[src/rtl/breakout_to_host_ser_if.sv]
// Host-side payload handshake for the breakout serializer: parallel words in,
// holding-register-empty indication back out.
interface breakout_to_host_ser_if #(
  parameter int LANES        = 2,
  parameter int PAYLOAD_BITS = 8
);
  logic [LANES*PAYLOAD_BITS-1:0] i_data;
  logic                          i_valid;
  logic                          o_ready;

  modport master (output i_data, output i_valid, input o_ready);
  modport slave  (input i_data, input i_valid, output o_ready);
endinterface

[src/rtl/breakout_to_host_ser.sv]
// Packs LANES payload words into fixed-length frames (payload, even parity, toggle)
// and emits two bits per lane per clock for DDR output cells; repeats on starvation.
module breakout_to_host_ser #(
  parameter int LANES        = 2,
  parameter int PAYLOAD_BITS = 8,
  parameter int CNT_W        = 16
) (
  input  logic                   i_clk,
  input  logic                   i_rst_n,
  breakout_to_host_ser_if.slave  host,
  output logic                   o_clk_first,
  output logic                   o_clk_second,
  output logic [LANES-1:0]       o_dat_first,
  output logic [LANES-1:0]       o_dat_second,
  output logic                   o_frame_start,
  output logic [CNT_W-1:0]       o_underrun_cnt
);
  localparam int FRAME_BITS = PAYLOAD_BITS + 2;
  localparam int BEATS      = FRAME_BITS / 2;
  localparam int BEAT_W     = $clog2(BEATS);
  localparam int WORD_W     = LANES * PAYLOAD_BITS;
  localparam logic [BEAT_W-1:0]     LAST_BEAT = BEAT_W'(BEATS - 1);
  localparam logic [FRAME_BITS-1:0] CLK_FRAME = {{BEATS{1'b1}}, {BEATS{1'b0}}};

  logic [BEAT_W-1:0]                beat_q;
  logic [WORD_W-1:0]                hold_data_q;
  logic                             hold_valid_q;
  logic                             ready_q;
  logic [WORD_W-1:0]                last_word_q;
  logic                             toggle_q;
  logic [CNT_W-1:0]                 underrun_q;
  logic [LANES-1:0][FRAME_BITS-1:0] shift_q;
  logic [FRAME_BITS-1:0]            clk_shift_q;

  logic                             load;
  logic                             xfer;
  logic [BEAT_W-1:0]                beat_d;
  logic [WORD_W-1:0]                word_d;
  logic                             toggle_d;
  logic                             hold_valid_d;
  logic [PAYLOAD_BITS-1:0]          lane_word;
  logic [LANES-1:0][FRAME_BITS-1:0] frame_d;
  logic [LANES-1:0][FRAME_BITS-1:0] lane_src;
  logic [FRAME_BITS-1:0]            clk_src;

  // The edge ending the last beat loads a new frame; frame bit 0 sits in the MSB
  // of each shift register so the outputs always take the top two bits.
  always_comb begin
    load         = (beat_q == LAST_BEAT);
    xfer         = host.i_valid & ready_q;
    beat_d       = load ? '0 : beat_q + 1'b1;
    word_d       = last_word_q;
    toggle_d     = toggle_q;
    if (load && hold_valid_q) begin
      word_d   = hold_data_q;
      toggle_d = ~toggle_q;
    end
    hold_valid_d = hold_valid_q;
    if (load) hold_valid_d = 1'b0;
    if (xfer) hold_valid_d = 1'b1;
    lane_word = '0;
    frame_d   = '0;
    for (int l = 0; l < LANES; l++) begin
      lane_word  = word_d[l*PAYLOAD_BITS +: PAYLOAD_BITS];
      frame_d[l] = {lane_word, ^lane_word, toggle_d};
    end
    lane_src = load ? frame_d : shift_q;
    clk_src  = load ? CLK_FRAME : clk_shift_q;
  end

  always_ff @(posedge i_clk) begin
    if (!i_rst_n) begin
      beat_q        <= LAST_BEAT;
      hold_data_q   <= '0;
      hold_valid_q  <= 1'b0;
      ready_q       <= 1'b0;
      last_word_q   <= '0;
      toggle_q      <= 1'b0;
      underrun_q    <= '0;
      shift_q       <= '0;
      clk_shift_q   <= '0;
      o_clk_first   <= 1'b0;
      o_clk_second  <= 1'b0;
      o_dat_first   <= '0;
      o_dat_second  <= '0;
      o_frame_start <= 1'b0;
    end else begin
      beat_q <= beat_d;
      if (load) begin
        last_word_q <= word_d;
        toggle_q    <= toggle_d;
        if (!hold_valid_q && (underrun_q != '1)) underrun_q <= underrun_q + 1'b1;
      end
      // A word accepted on a load edge was not part of that load; it waits a frame.
      if (xfer) hold_data_q <= host.i_data;
      hold_valid_q  <= hold_valid_d;
      ready_q       <= ~hold_valid_d;
      clk_shift_q   <= clk_src << 2;
      o_clk_first   <= clk_src[FRAME_BITS-1];
      o_clk_second  <= clk_src[FRAME_BITS-2];
      for (int l = 0; l < LANES; l++) begin
        shift_q[l]      <= lane_src[l] << 2;
        o_dat_first[l]  <= lane_src[l][FRAME_BITS-1];
        o_dat_second[l] <= lane_src[l][FRAME_BITS-2];
      end
      o_frame_start <= load;
    end
  end

  assign host.o_ready   = ready_q;
  assign o_underrun_cnt = underrun_q;

endmodule

[src/flat_wrapper.sv]
// flat-port wrapper written by rule: the top's interface ports become plain ports
module breakout_to_host_ser_flat 
#(
  parameter int LANES        = 2,
  parameter int PAYLOAD_BITS = 8,
  parameter int CNT_W        = 16
)
  (i_clk, i_rst_n, o_clk_first, o_clk_second, o_dat_first, o_dat_second, o_frame_start, o_underrun_cnt, host_i_data, host_i_valid, host_o_ready);
  breakout_to_host_ser_if #(.LANES(LANES), .PAYLOAD_BITS(PAYLOAD_BITS)) host_i ();
  input  logic i_clk;
  input  logic i_rst_n;
  output logic o_clk_first;
  output logic o_clk_second;
  output logic [LANES-1:0] o_dat_first;
  output logic [LANES-1:0] o_dat_second;
  output logic o_frame_start;
  output logic [CNT_W-1:0] o_underrun_cnt;
  input wire logic [$bits(host_i.i_data)-1:0] host_i_data;
  input wire logic [$bits(host_i.i_valid)-1:0] host_i_valid;
  output wire logic [$bits(host_i.o_ready)-1:0] host_o_ready;
  assign host_i.i_data = host_i_data;
  assign host_i.i_valid = host_i_valid;
  assign host_o_ready = host_i.o_ready;
  breakout_to_host_ser #(.LANES(LANES), .PAYLOAD_BITS(PAYLOAD_BITS), .CNT_W(CNT_W)) u_core (.i_clk(i_clk), .i_rst_n(i_rst_n), .host(host_i), .o_clk_first(o_clk_first), .o_clk_second(o_clk_second), .o_dat_first(o_dat_first), .o_dat_second(o_dat_second), .o_frame_start(o_frame_start), .o_underrun_cnt(o_underrun_cnt));
endmodule
[config.mk]
export PLATFORM = sky130hd
export DESIGN_NAME = breakout_to_host_ser_flat
export DESIGN_NICKNAME = d
export VERILOG_FILES = /design/src/rtl/breakout_to_host_ser_if.sv /design/src/rtl/breakout_to_host_ser.sv /design/src/flat_wrapper.sv
export SDC_FILE = /design/constraint.sdc
export NUM_CORES = 1
export LEC_CHECK = 0
export ABC_AREA = 1
export CAP_MARGIN = 40
export CORE_ASPECT_RATIO = 0.9
export CORE_MARGIN = 1.5
export CORE_UTILIZATION = 59
export DETAILED_ROUTE_END_ITERATION = 7
export PLACE_DENSITY = 0.88
export SYNTH_ARGS = -nofsm -noshare
export SYNTH_HDL_FRONTEND = slang
export SYNTH_SLANG_ARGS = --single-unit
[constraint.sdc]
create_clock -name i_clk -period 3.7 [get_ports i_clk]
set_input_delay 0.37 -clock i_clk [delete_from_list [all_inputs] [get_ports i_clk]]
set_output_delay 0.37 -clock i_clk [all_outputs]
set_load 0.01 [all_outputs]
==> flow_metrics.tcl, run 1 <==
set metrics [dict create \
    post-route-util 0.731 \
    post_drt_wl_per_cell_um 12.7 \
    hpwl_mm 5.50 \
    cap_violations 0 \
    overflow 0 \
    share_comb_of_total_power 0.224 \
    vias_per_cell 5.26 \
    clock_skew_ps 8.34 \
    dieArea_um2 6290 \
    crit_arrival_ps 2550 \
    layout_min_cycle_time_ps 2310 \
    numCtsBuffers 9 \
    netSwitchingPower_mw 0.671 \
    vias 3244 \
    syn_inst 506 \
    max_freq_mhz 434 \
    seq_power_share 0.428 \
    drtIter0Drc 212 \
    cts.sinks 76 \
    drive_gt1_frac 0.0567 \
    place_area_um2 3890 \
    cts_root_buf "clkbuf_8" \
    finalCritPeriodShare 0.623 \
    cts_tree "yes" \
    synth_async_sr_flop_share 0 \
    dp.cells 601 \
    netSwitchingFraction 0.300 \
    cts.clk_slew.worst_paths_ps 70 \
    gp_congestion 0.880 \
    grt_max_degree 39 \
    holdBufCountCts 0 \
    register_area_um2 1520 \
    cts.htree.levels 3 \
    n_antenna_cell 0 \
    yosys_warnings 0 \
    crit_path_end_kind "flip-flop" \
    worstPathRequired_ps 3950 \
    finalSetupTns_ps 0 \
    yosysUniqueCellTypes 26 \
    fin_nets 564 \
    powerDensity_nw_per_um2 540 \
    power_frac_clock 0.348 \
    leakagePower_nw 1.79 \
    rsz0062_at_grt "no" \
    start_util 0.607 \
    synthFlopType "dfxtp_1" \
    hold_violations 0 \
    postCtsSetupBuffers 0 \
    coreArea_um2 5660 \
    tightest_slew_ps 701 \
    path_max_fanout 19 \
    ir_worst_vdd_uv 352 \
    die_h_um 75.4 \
    internal-power_mw 1.56 \
    setup_slack_ps 1390 \
    critical_path_class "flip-flop to flip-flop" \
    antenna_left 0 \
    row_count 26 \
    final_cells 617 \
    area_delta_synth_final_pct 20.5 \
    cp-start-kind "flip-flop" \
    ys_seq_area_frac 0.443 \
    drtPass1Iterations 4 \
    cts_buffer_depth 2 \
    synth_edf_count 0 \
    synth_nets 528 \
    design_area_um2 4140 \
    antenna_found_initial 0 \
    grt_usage 0.257 \
    grt_pass1_vias 2918 \
    reg2reg_slack_ps 1390 \
    fp.dieW_um 83.4 \
    clk_latency_ps 350 \
    avgSynthCellArea_um2 6.79 \
    ctsResizeCount 0 \
    post-place-ws_ps 1420 \
    drc 0 \
    ys_seq_elements 76 \
    hold_path.class "flip-flop to flip-flop" \
    io_buffers 42 \
    io_pins 43 \
    wirelength_mm 7.85 \
    multiInputGateArea_um2 1550 \
    n_fill_cell 451 \
    setup_viol 0 \
    finalMaxSlewViolations 0 \
    relSlewSlack 0.532 \
    synth_area_um2 3440 \
    grt_first_pass_wirelength_mm 12.8 \
    outcome "finished, final reports clean" \
]
[Yosys cell counts, types with 3 or more instances]
library cell | count | area [um2]
a21oi_1 | 23 | 115
buf_2 | 11 | 55.1
clkbuf_1 | 10 | 37.5
dfxtp_1 | 76 | 1520
ha_1 | 3 | 37.5
inv_1 | 63 | 236
nand2_1 | 152 | 571
nand3_1 | 25 | 125
nand4_1 | 21 | 131
nor2_1 | 49 | 184
nor3_1 | 6 | 30.0
o21ai_0 | 43 | 215
xnor2_1 | 3 | 26.3
xor2_1 | 4 | 35.0
[kinds of logic (layout without fill, tap and decap cells)]
group | count (synthesis) | count (layout) | synth area share
xor gates and xnor gates | 7 | 7 | 0.0178
adders and majority gates | 3 | 3 | 0.0109
AOI/OAI and AO/OA | 70 | 70 | 0.104
buffers and inverters | 90 | 131 | 0.106
DFF | 76 | 76 | 0.443
and+or+nand+nor | 260 | 260 | 0.319
[per-stage QoR]
step	power, mW	hold WS [ps]
6_report	2.24	452
5_1_grt	2.35	454
4_1_cts	2.24	452
3_5_place_dp	1.47	439
3_3_place_gp	1.44	430
2_1_floorplan	1.32	417
[cell type report]
| type | instances | area share |
|---|---|---|
| clock inverter | 4 | 0.0230 |
| clock buffer | 12 | 0.0375 |
| timing repair buffer | 49 | 0.116 |
| tap | 70 | 0.0212 |
| multi-input combinational | 340 | 0.375 |
| sequential | 76 | 0.368 |
| inverter | 66 | 0.0599 |
[placed cells by master (no fill, tap or decap), drive strengths merged]
| cell type | instances |
|---|---|
| a21boi | 1 |
| a21oi | 23 |
| buf | 7 |
| bufinv | 3 |
| clkbuf | 12 |
| clkdlybuf4s50 | 42 |
| clkinv | 2 |
| dfxtp | 76 |
| ha | 3 |
| inv | 65 |
| nand2 | 154 |
| nand3 | 25 |
| nand4 | 21 |
| nor2 | 53 |
| nor3 | 6 |
| o21ai | 43 |
| o21bai | 1 |
| o22ai | 2 |
| or2 | 1 |
| xnor2 | 3 |
| xor2 | 4 |
[critical path, stage by stage (launching register included)]
cell and delay, ps:
dfxtp_1 330, inv_1 60, ha_1 230, buf_4 240, nand2_2 260, nor2_2 290
clkinv_1 430, o21ai_0 370
[power groups by stage]
stage                     Sequential (mW)  Clock, mW  Combinational [mW]
after floorplan                     0.969          0               0.347
after global placement              0.970          0               0.471
after detailed placement            0.972          0               0.494
after CTS                           0.956      0.790               0.498
after global routing                0.967      0.824               0.558
final                               0.957      0.779               0.500
[metal layers]
layer	share of wire	track usage	vias to the layer above
li1	-	-	1660
met1	0.45	0.333	1483
met2	0.48	0.426	91
met3	0.060	0.0769	10
met4	0.012	0.0747	0
met5	0	0	-
[state kept, by name (all words and copies together) (netlist names), 2 cells and up]
name	count
u_core.clk_shift_q	2
u_core.last_word_q	16
u_core.shift_q	15
u_core.o_underrun_cnt	16
u_core.o_dat_second	2
u_core.beat_q	3
u_core.hold_data_q	16
u_core.o_dat_first	2
[final timing paths]
kind,startpoint,to,depth (start not counted)
max,u_core.beat_q[0]$_SDFF_PP0_,u_core.o_dat_first[1]$_SDFF_PN0_,7
min,u_core.beat_q[0]$_SDFF_PP0_,u_core.beat_q[0]$_SDFF_PP0_,1
max reg2reg,u_core.beat_q[0]$_SDFF_PP0_,u_core.o_dat_first[1]$_SDFF_PN0_,7
min reg2reg,u_core.beat_q[0]$_SDFF_PP0_,u_core.beat_q[0]$_SDFF_PP0_,1
No activity file was read; power rests on OpenSTA's default activity.
==> run 2: changes to the inputs <==
--- a/config.mk
+++ b/config.mk
@@ -9,9 +9,9 @@
 export CAP_MARGIN = 40
 export CORE_ASPECT_RATIO = 0.9
 export CORE_MARGIN = 1.5
-export CORE_UTILIZATION = 59
+export CORE_UTILIZATION = 50
 export DETAILED_ROUTE_END_ITERATION = 7
-export PLACE_DENSITY = 0.88
+export PLACE_DENSITY = 0.8
 export SYNTH_ARGS = -nofsm -noshare
 export SYNTH_HDL_FRONTEND = slang
 export SYNTH_SLANG_ARGS = --single-unit
==> constraint.sdc (replaced) <==
create_clock -name i_clk -period 2 [get_ports i_clk]
set_input_delay 0.2 -clock i_clk [delete_from_list [all_inputs] [get_ports i_clk]]
set_output_delay 0.2 -clock i_clk [all_outputs]
set_load 0.01 [all_outputs]
==> run 2 against run 1 <==
  * Sequential power rose by 83%
  * Count of clock-buffer cells in the layout fell by 1
  * Worst setup slack got worse by 1200 ps
  * Clock power rose by 26%
  * Flip-flop and latch count did not move
  * Critical path depth rose by 5
  * Die area rose by 17%
  * Power rose by 68%
  * Global-route usage fell by 3.6 points
  * Clock skew fell by 1.5 ps
  * Critical endpoint is now u_core.o_underrun_cnt[13]$_SDFFE_PN0P_
  * Highest routed layer unchanged
==> flow_metrics.tcl, run 2 (synthesis gave the netlist of run 1 again) <==
set metrics [dict create \
    seq_power_share 0.466 \
    setup_viol 0 \
    cts_tree "yes" \
    final_common_cell "nand2_1" \
    worstPathRequired_ps 2220 \
    drc 0 \
    power_frac_clock 0.261 \
    cts.htree.levels 3 \
    internal-power_mw 2.52 \
    setup_slack_ps 171 \
    post_drt_wl_per_cell_um 12.1 \
    hold_violations 0 \
    grt_first_pass_wirelength_mm 12.8 \
    coreArea_um2 6620 \
    r2r-end "u_core.o_underrun_cnt[13]$_SDFFE_PN0P_" \
    layout_min_cycle_time_ps 1830 \
    max_freq_mhz 547 \
    crit_arrival_ps 2050 \
    place_area_um2 3960 \
    wirelength_mm 7.77 \
    finalPower_mw 3.75 \
    n_fill_cell 596 \
    tightest_slew_ps 437 \
    crit_path_end_kind "flip-flop" \
    design_area_um2 4130 \
    critical_path_class "flip-flop to flip-flop" \
    vias_per_cell 5.05 \
    fp.dieW_um 90.4 \
    gp_congestion 0.914 \
    io_buffers 42 \
    numCtsBuffers 9 \
    drtIter0Drc 166 \
    n_antenna_cell 0 \
    min_from "u_core.clk_shift_q[8]$_SDFF_PN0_" \
    path_cells "ha_1 -> inv_1 -> nor2_2 -> inv_2 -> nor2_4 -> nand3_1 -> nand2_4 -> inv_2 -> nand2_1 -> nand2_1 -> nand2_1 -> nor2_1" \
    postCtsSetupBuffers 0 \
    leakagePower_nw 1.79 \
    relSlewSlack 0.706 \
    grt_pass1_vias 2916 \
    powerDensity_nw_per_um2 909 \
    clk_latency_ps 350 \
    cts.sinks 76 \
    path_max_fanout 16 \
    die_h_um 81.6 \
    antenna_found_initial 0 \
    hold_path.class "flip-flop to flip-flop" \
    mostFrequentLayoutCells "152 x nand2_1, 76 x dfxtp_1, 63 x inv_1, 49 x nor2_1, 42 x clkdlybuf4s50_1" \
    slowest_delay_ps 380 \
    start_util 0.519 \
    grt_usage 0.221 \
    cts_root_buf "clkbuf_8" \
    drtPass1Iterations 5 \
    dieArea_um2 7380 \
    outcome "finished, final reports clean" \
    drive_gt1_frac 0.0635 \
    clock_skew_ps 6.87 \
    share_comb_of_total_power 0.272 \
    slowest_stage "dfxtp_1" \
    r2r-start "u_core.o_underrun_cnt[1]$_SDFFE_PN0P_" \
    row_count 28 \
    hpwl_mm 5.29 \
    io_pins 43 \
    cts.clk_slew.worst_paths_ps 70 \
    worstHoldEndpoint "u_core.clk_shift_q[9]$_SDFF_PN0_" \
    vias 3239 \
    reg2reg_slack_ps 170 \
    reg2reg_depth 12 \
    overflow 0 \
    area_delta_synth_final_pct 20.1 \
    rsz0062_at_grt "no" \
    cap_violations 0 \
    cp-start-kind "flip-flop" \
    finalCritPeriodShare 0.914 \
    grt_max_degree 40 \
    cts_buffer_depth 2 \
    crit_top_cell "nand2_1" \
    netSwitchingFraction 0.327 \
    post-place-ws_ps 162 \
    ir_worst_vdd_uv 522 \
    finalMaxSlewViolations 0 \
    antenna_left 0 \
    fin_nets 570 \
    finalSetupTns_ps 0 \
    hold_depth 2 \
    netSwitchingPower_mw 1.23 \
]
run 2: worst max-delay path by stage:
stage / start / end / slack, ps / cells after the start
after global placement: u_core.o_underrun_cnt[1]$_SDFFE_PN0P_ / u_core.o_underrun_cnt[13]$_SDFFE_PN0P_ / 300 / 12
after detailed placement: u_core.beat_q[0]$_SDFF_PP0_ / u_core.shift_q[3]$_SDFF_PN0_ / 160 / 12
final: u_core.o_underrun_cnt[1]$_SDFFE_PN0P_ / u_core.o_underrun_cnt[13]$_SDFFE_PN0P_ / 170 / 12
after global routing: u_core.o_underrun_cnt[1]$_SDFFE_PN0P_ / u_core.o_underrun_cnt[9]$_SDFFE_PN0P_ / 20 / 12
after CTS: u_core.beat_q[0]$_SDFF_PP0_ / u_core.shift_q[3]$_SDFF_PN0_ / 140 / 12
after floorplan: u_core.o_underrun_cnt[0]$_SDFFE_PN0P_ / u_core.o_underrun_cnt[14]$_SDFFE_PN0P_ / 350 / 11
run 2: power by group through the flow:
stage / combinational (mW) / sequential (mW) / clock [mW]
after floorplan: 0.643 / 1.79 / 0
after global placement: 0.977 / 1.78 / 0
after detailed placement: 1.00 / 1.78 / 0
after CTS: 1.01 / 1.75 / 1.02
after global routing: 1.14 / 1.76 / 1.07
final: 1.02 / 1.75 / 0.980
run 2: routing by layer:
| layer | vias up | GRT usage | routed length (um) |
|---|---|---|---|
| li1 | 1671 | - | - |
| met1 | 1469 | 0.277 | 3610 |
| met2 | 85 | 0.373 | 3640 |
| met3 | 14 | 0.0435 | 364 |
| met4 | 0 | 0.102 | 150 |
| met5 | - | 0 | 0 |
run 2: what timing repair did:
action	CTS	global route
setup endpoints to repair	0	4
gates resized for setup	0	3
endpoints found under the hold margin	0	0
hold buffers	0	0
run 2: cell type report:
class,instances,area (um2),share of cell area
clock buffers,11,141,0.0343
repair buffers,55,531,0.129
multi-input cells,340,1560,0.377
inverters,66,248,0.0601
clock inverters,3,15.0,0.00364
flip-flops and latches,76,1520,0.369
well taps,90,113,0.0273
run 2: per-stage QoR:
stage / instances / hold WS (ps) / utilization
after global routing: 641 / 470 / 0.623
after global placement: 627 / 428 / 0.599
after detailed placement: 627 / 442 / 0.599
after floorplan: 506 / 367 / -
final: 641 / 445 / 0.623
after CTS: 641 / 453 / 0.622
run 2: critical path, delay by kind of cell, from the launching register on:
family | cells | cell delay, ps
adders and majority gates | 1 | 210
buffers and inverters | 3 | 260
DFF | 1 | 380
and+or+nand+nor | 8 | 820
==> run 3: changes to the inputs <==
--- a/config.mk
+++ b/config.mk
@@ -8,7 +8,7 @@
 export ABC_AREA = 1
 export CAP_MARGIN = 40
 export CORE_ASPECT_RATIO = 0.9
-export CORE_MARGIN = 1.5
+export CORE_MARGIN = 10
 export CORE_UTILIZATION = 50
 export DETAILED_ROUTE_END_ITERATION = 7
 export PLACE_DENSITY = 0.8
==> run 3 against run 2 <==
  * Sequential share of layout area down 0.50 points
  * Worst setup slack better by 34 ps
  * Sequential power about the same
  * Clock power up 26%
  * Utilization up 0.85 points
  * Via count down 0.65%
  * Largest cell class unchanged
==> flow_metrics.tcl, run 3 (synthesis gave the netlist of run 1 again) <==
set metrics [dict create \
    cts.clk_slew.worst_paths_ps 80 \
    mostFrequentLayoutCells "152 x nand2_1, 76 x dfxtp_1, 63 x inv_1, 49 x nor2_1, 42 x clkdlybuf4s50_1" \
    cts_tree "yes" \
    worstHoldEndpoint "u_core.clk_shift_q[9]$_SDFF_PN0_" \
    antenna_left 0 \
    r2r-end "u_core.o_underrun_cnt[7]$_SDFFE_PN0P_" \
    drtPass1Iterations 7 \
    reg2reg_depth 10 \
    numCtsBuffers 9 \
    drtIter0Drc 350 \
    crit_path_end_kind "flip-flop" \
    fp.dieW_um 107 \
    cpLargestDelayFamily "simple AND/OR/NAND/NOR gates" \
    rsz0062_at_grt "no" \
    vias 3218 \
    post-route-util 0.632 \
    path_cells "ha_1 -> inv_1 -> nor2_2 -> inv_2 -> nor2_4 -> nand3_1 -> nand2_4 -> buf_4 -> o21ai_0 -> a21oi_1" \
    drive_gt1_frac 0.0687 \
    multiInputGateArea_um2 1560 \
    grt_max_degree 40 \
    min_from "u_core.clk_shift_q[8]$_SDFF_PN0_" \
    gp_congestion 0.878 \
    use_met3 0.0540 \
    row_count 28 \
    slowest_stage "dfxtp_1" \
    final_common_cell "nand2_1" \
    antenna_found_initial 0 \
    power_frac_clock 0.307 \
    grt_pass1_vias 3115 \
    cts.htree.levels 3 \
    overflow 0 \
    hold_depth 2 \
    critical_path_class "flip-flop to flip-flop" \
    share_comb_of_total_power 0.256 \
    cts_root_buf "clkbuf_8" \
    grt_first_pass_wirelength_mm 14.2 \
    fin_nets 570 \
    reg2reg_slack_ps 210 \
    layout_min_cycle_time_ps 1790 \
    met2_usage 0.257 \
    drc 0 \
    busiest_layer "met2" \
    cap_violations 0 \
    whs_ps 446 \
    start_util 0.519 \
    outcome "finished, final reports clean" \
    die_h_um 98.6 \
    internal-power_mw 2.70 \
    coreArea_um2 6620 \
    dieArea_um2 10600 \
    n_antenna_cell 0 \
    relSlewSlack 0.729 \
    worstPathRequired_ps 2290 \
    netSwitchingFraction 0.324 \
    finalCritPeriodShare 0.897 \
    finalMaxSlewViolations 0 \
    cts.sinks 76 \
    r2r-start "u_core.o_underrun_cnt[1]$_SDFFE_PN0P_" \
    hold_violations 0 \
    use_met1 0.206 \
    io_pins 43 \
    netSwitchingPower_mw 1.30 \
    cts_buffer_depth 2 \
    ir_worst_vdd_uv 605 \
    powerDensity_nw_per_um2 956 \
    tightest_slew_ps 403 \
    finalPower_mw 4.00 \
    post_drt_wl_per_cell_um 12.7 \
    finalSetupTns_ps 0 \
    hold_path.class "flip-flop to flip-flop" \
    register_area_um2 1520 \
    wirelength_mm 8.18 \
    slowest_delay_ps 380 \
    n_fill_cell 592 \
    setup_viol 0 \
    holdBufCountCts 0 \
    hpwl_mm 5.59 \
    max_freq_mhz 557 \
    clock_skew_ps 10.7 \
    leakagePower_nw 1.80 \
    path_max_fanout 9 \
    grt_usage 0.163 \
    cp-start-kind "flip-flop" \
    clk_latency_ps 360 \
    cp_num_buf_inv 3 \
    area_delta_synth_final_pct 21.7 \
    io_buffers 42 \
    seq_power_share 0.438 \
    crit_arrival_ps 2090 \
    vias_per_cell 5.00 \
]
## run 3: layout make-up
cell class                 instances  area share
clock buffer                      11      0.0362
clock inverter                     5      0.0141
inverter                          66      0.0598
multi-input combinational        340       0.372
sequential                        76       0.364
tap                               90      0.0269
timing repair buffer              55       0.127
## run 3: timing repair
item,CTS,global route
endpoints found under the setup margin,0,8
endpoints found under the hold margin,0,0
setup buffers,0,0
resized for setup,0,7
## run 3: worst max-delay path by stage
stage	startpoint	end	slack [ps]	cells past startpoint
4_1_cts	u_core.o_underrun_cnt[1]$_SDFFE_PN0P_	u_core.o_underrun_cnt[10]$_SDFFE_PN0P_	140	12
6_report	u_core.o_underrun_cnt[1]$_SDFFE_PN0P_	u_core.o_underrun_cnt[7]$_SDFFE_PN0P_	210	10
5_1_grt	u_core.beat_q[0]$_SDFF_PP0_	u_core.shift_q[13]$_SDFF_PN0_	1	14
3_3_place_gp	u_core.o_underrun_cnt[1]$_SDFFE_PN0P_	u_core.o_underrun_cnt[9]$_SDFFE_PN0P_	280	12
2_1_floorplan	u_core.o_underrun_cnt[0]$_SDFFE_PN0P_	u_core.o_underrun_cnt[14]$_SDFFE_PN0P_	350	11
3_5_place_dp	u_core.o_underrun_cnt[1]$_SDFFE_PN0P_	u_core.o_underrun_cnt[9]$_SDFFE_PN0P_	160	12
## run 3: tightest hold or removal path, cell delays in order, from the launching register on
cell,delay [ps]
dfxtp_1,310
nand2_1,50
nand2_1,40
## run 3: routing by layer
layer	vias to the layer above	part of all wire	wire, um
met3	8	0.063	519
met1	1452	0.46	3760
met5	-	0	0
met4	0	0.011	94
li1	1675	-	-
met2	83	0.47	3810
## run 3: power by group through the flow
stage               Clock (mW)  Combinational [mW]  Sequential [mW]
finish                    1.23                1.02             1.75
global placement             0               0.974             1.78
global route              1.32                1.16             1.77
CTS                       1.25                1.01             1.75
floorplan                    0               0.643             1.79
detailed placement           0               0.997             1.78
## run 3: stage by stage
| step | setup WS, ps | instances | instance area, um2 |
|---|---|---|---|
| 5_1_grt | 1.01 | 643 | 4180 |
| 3_3_place_gp | 277 | 627 | 3960 |
| 4_1_cts | 143 | 643 | 4170 |
| 6_report | 205 | 643 | 4180 |
| 3_5_place_dp | 156 | 627 | 3960 |
| 2_1_floorplan | 351 | 506 | 3440 |
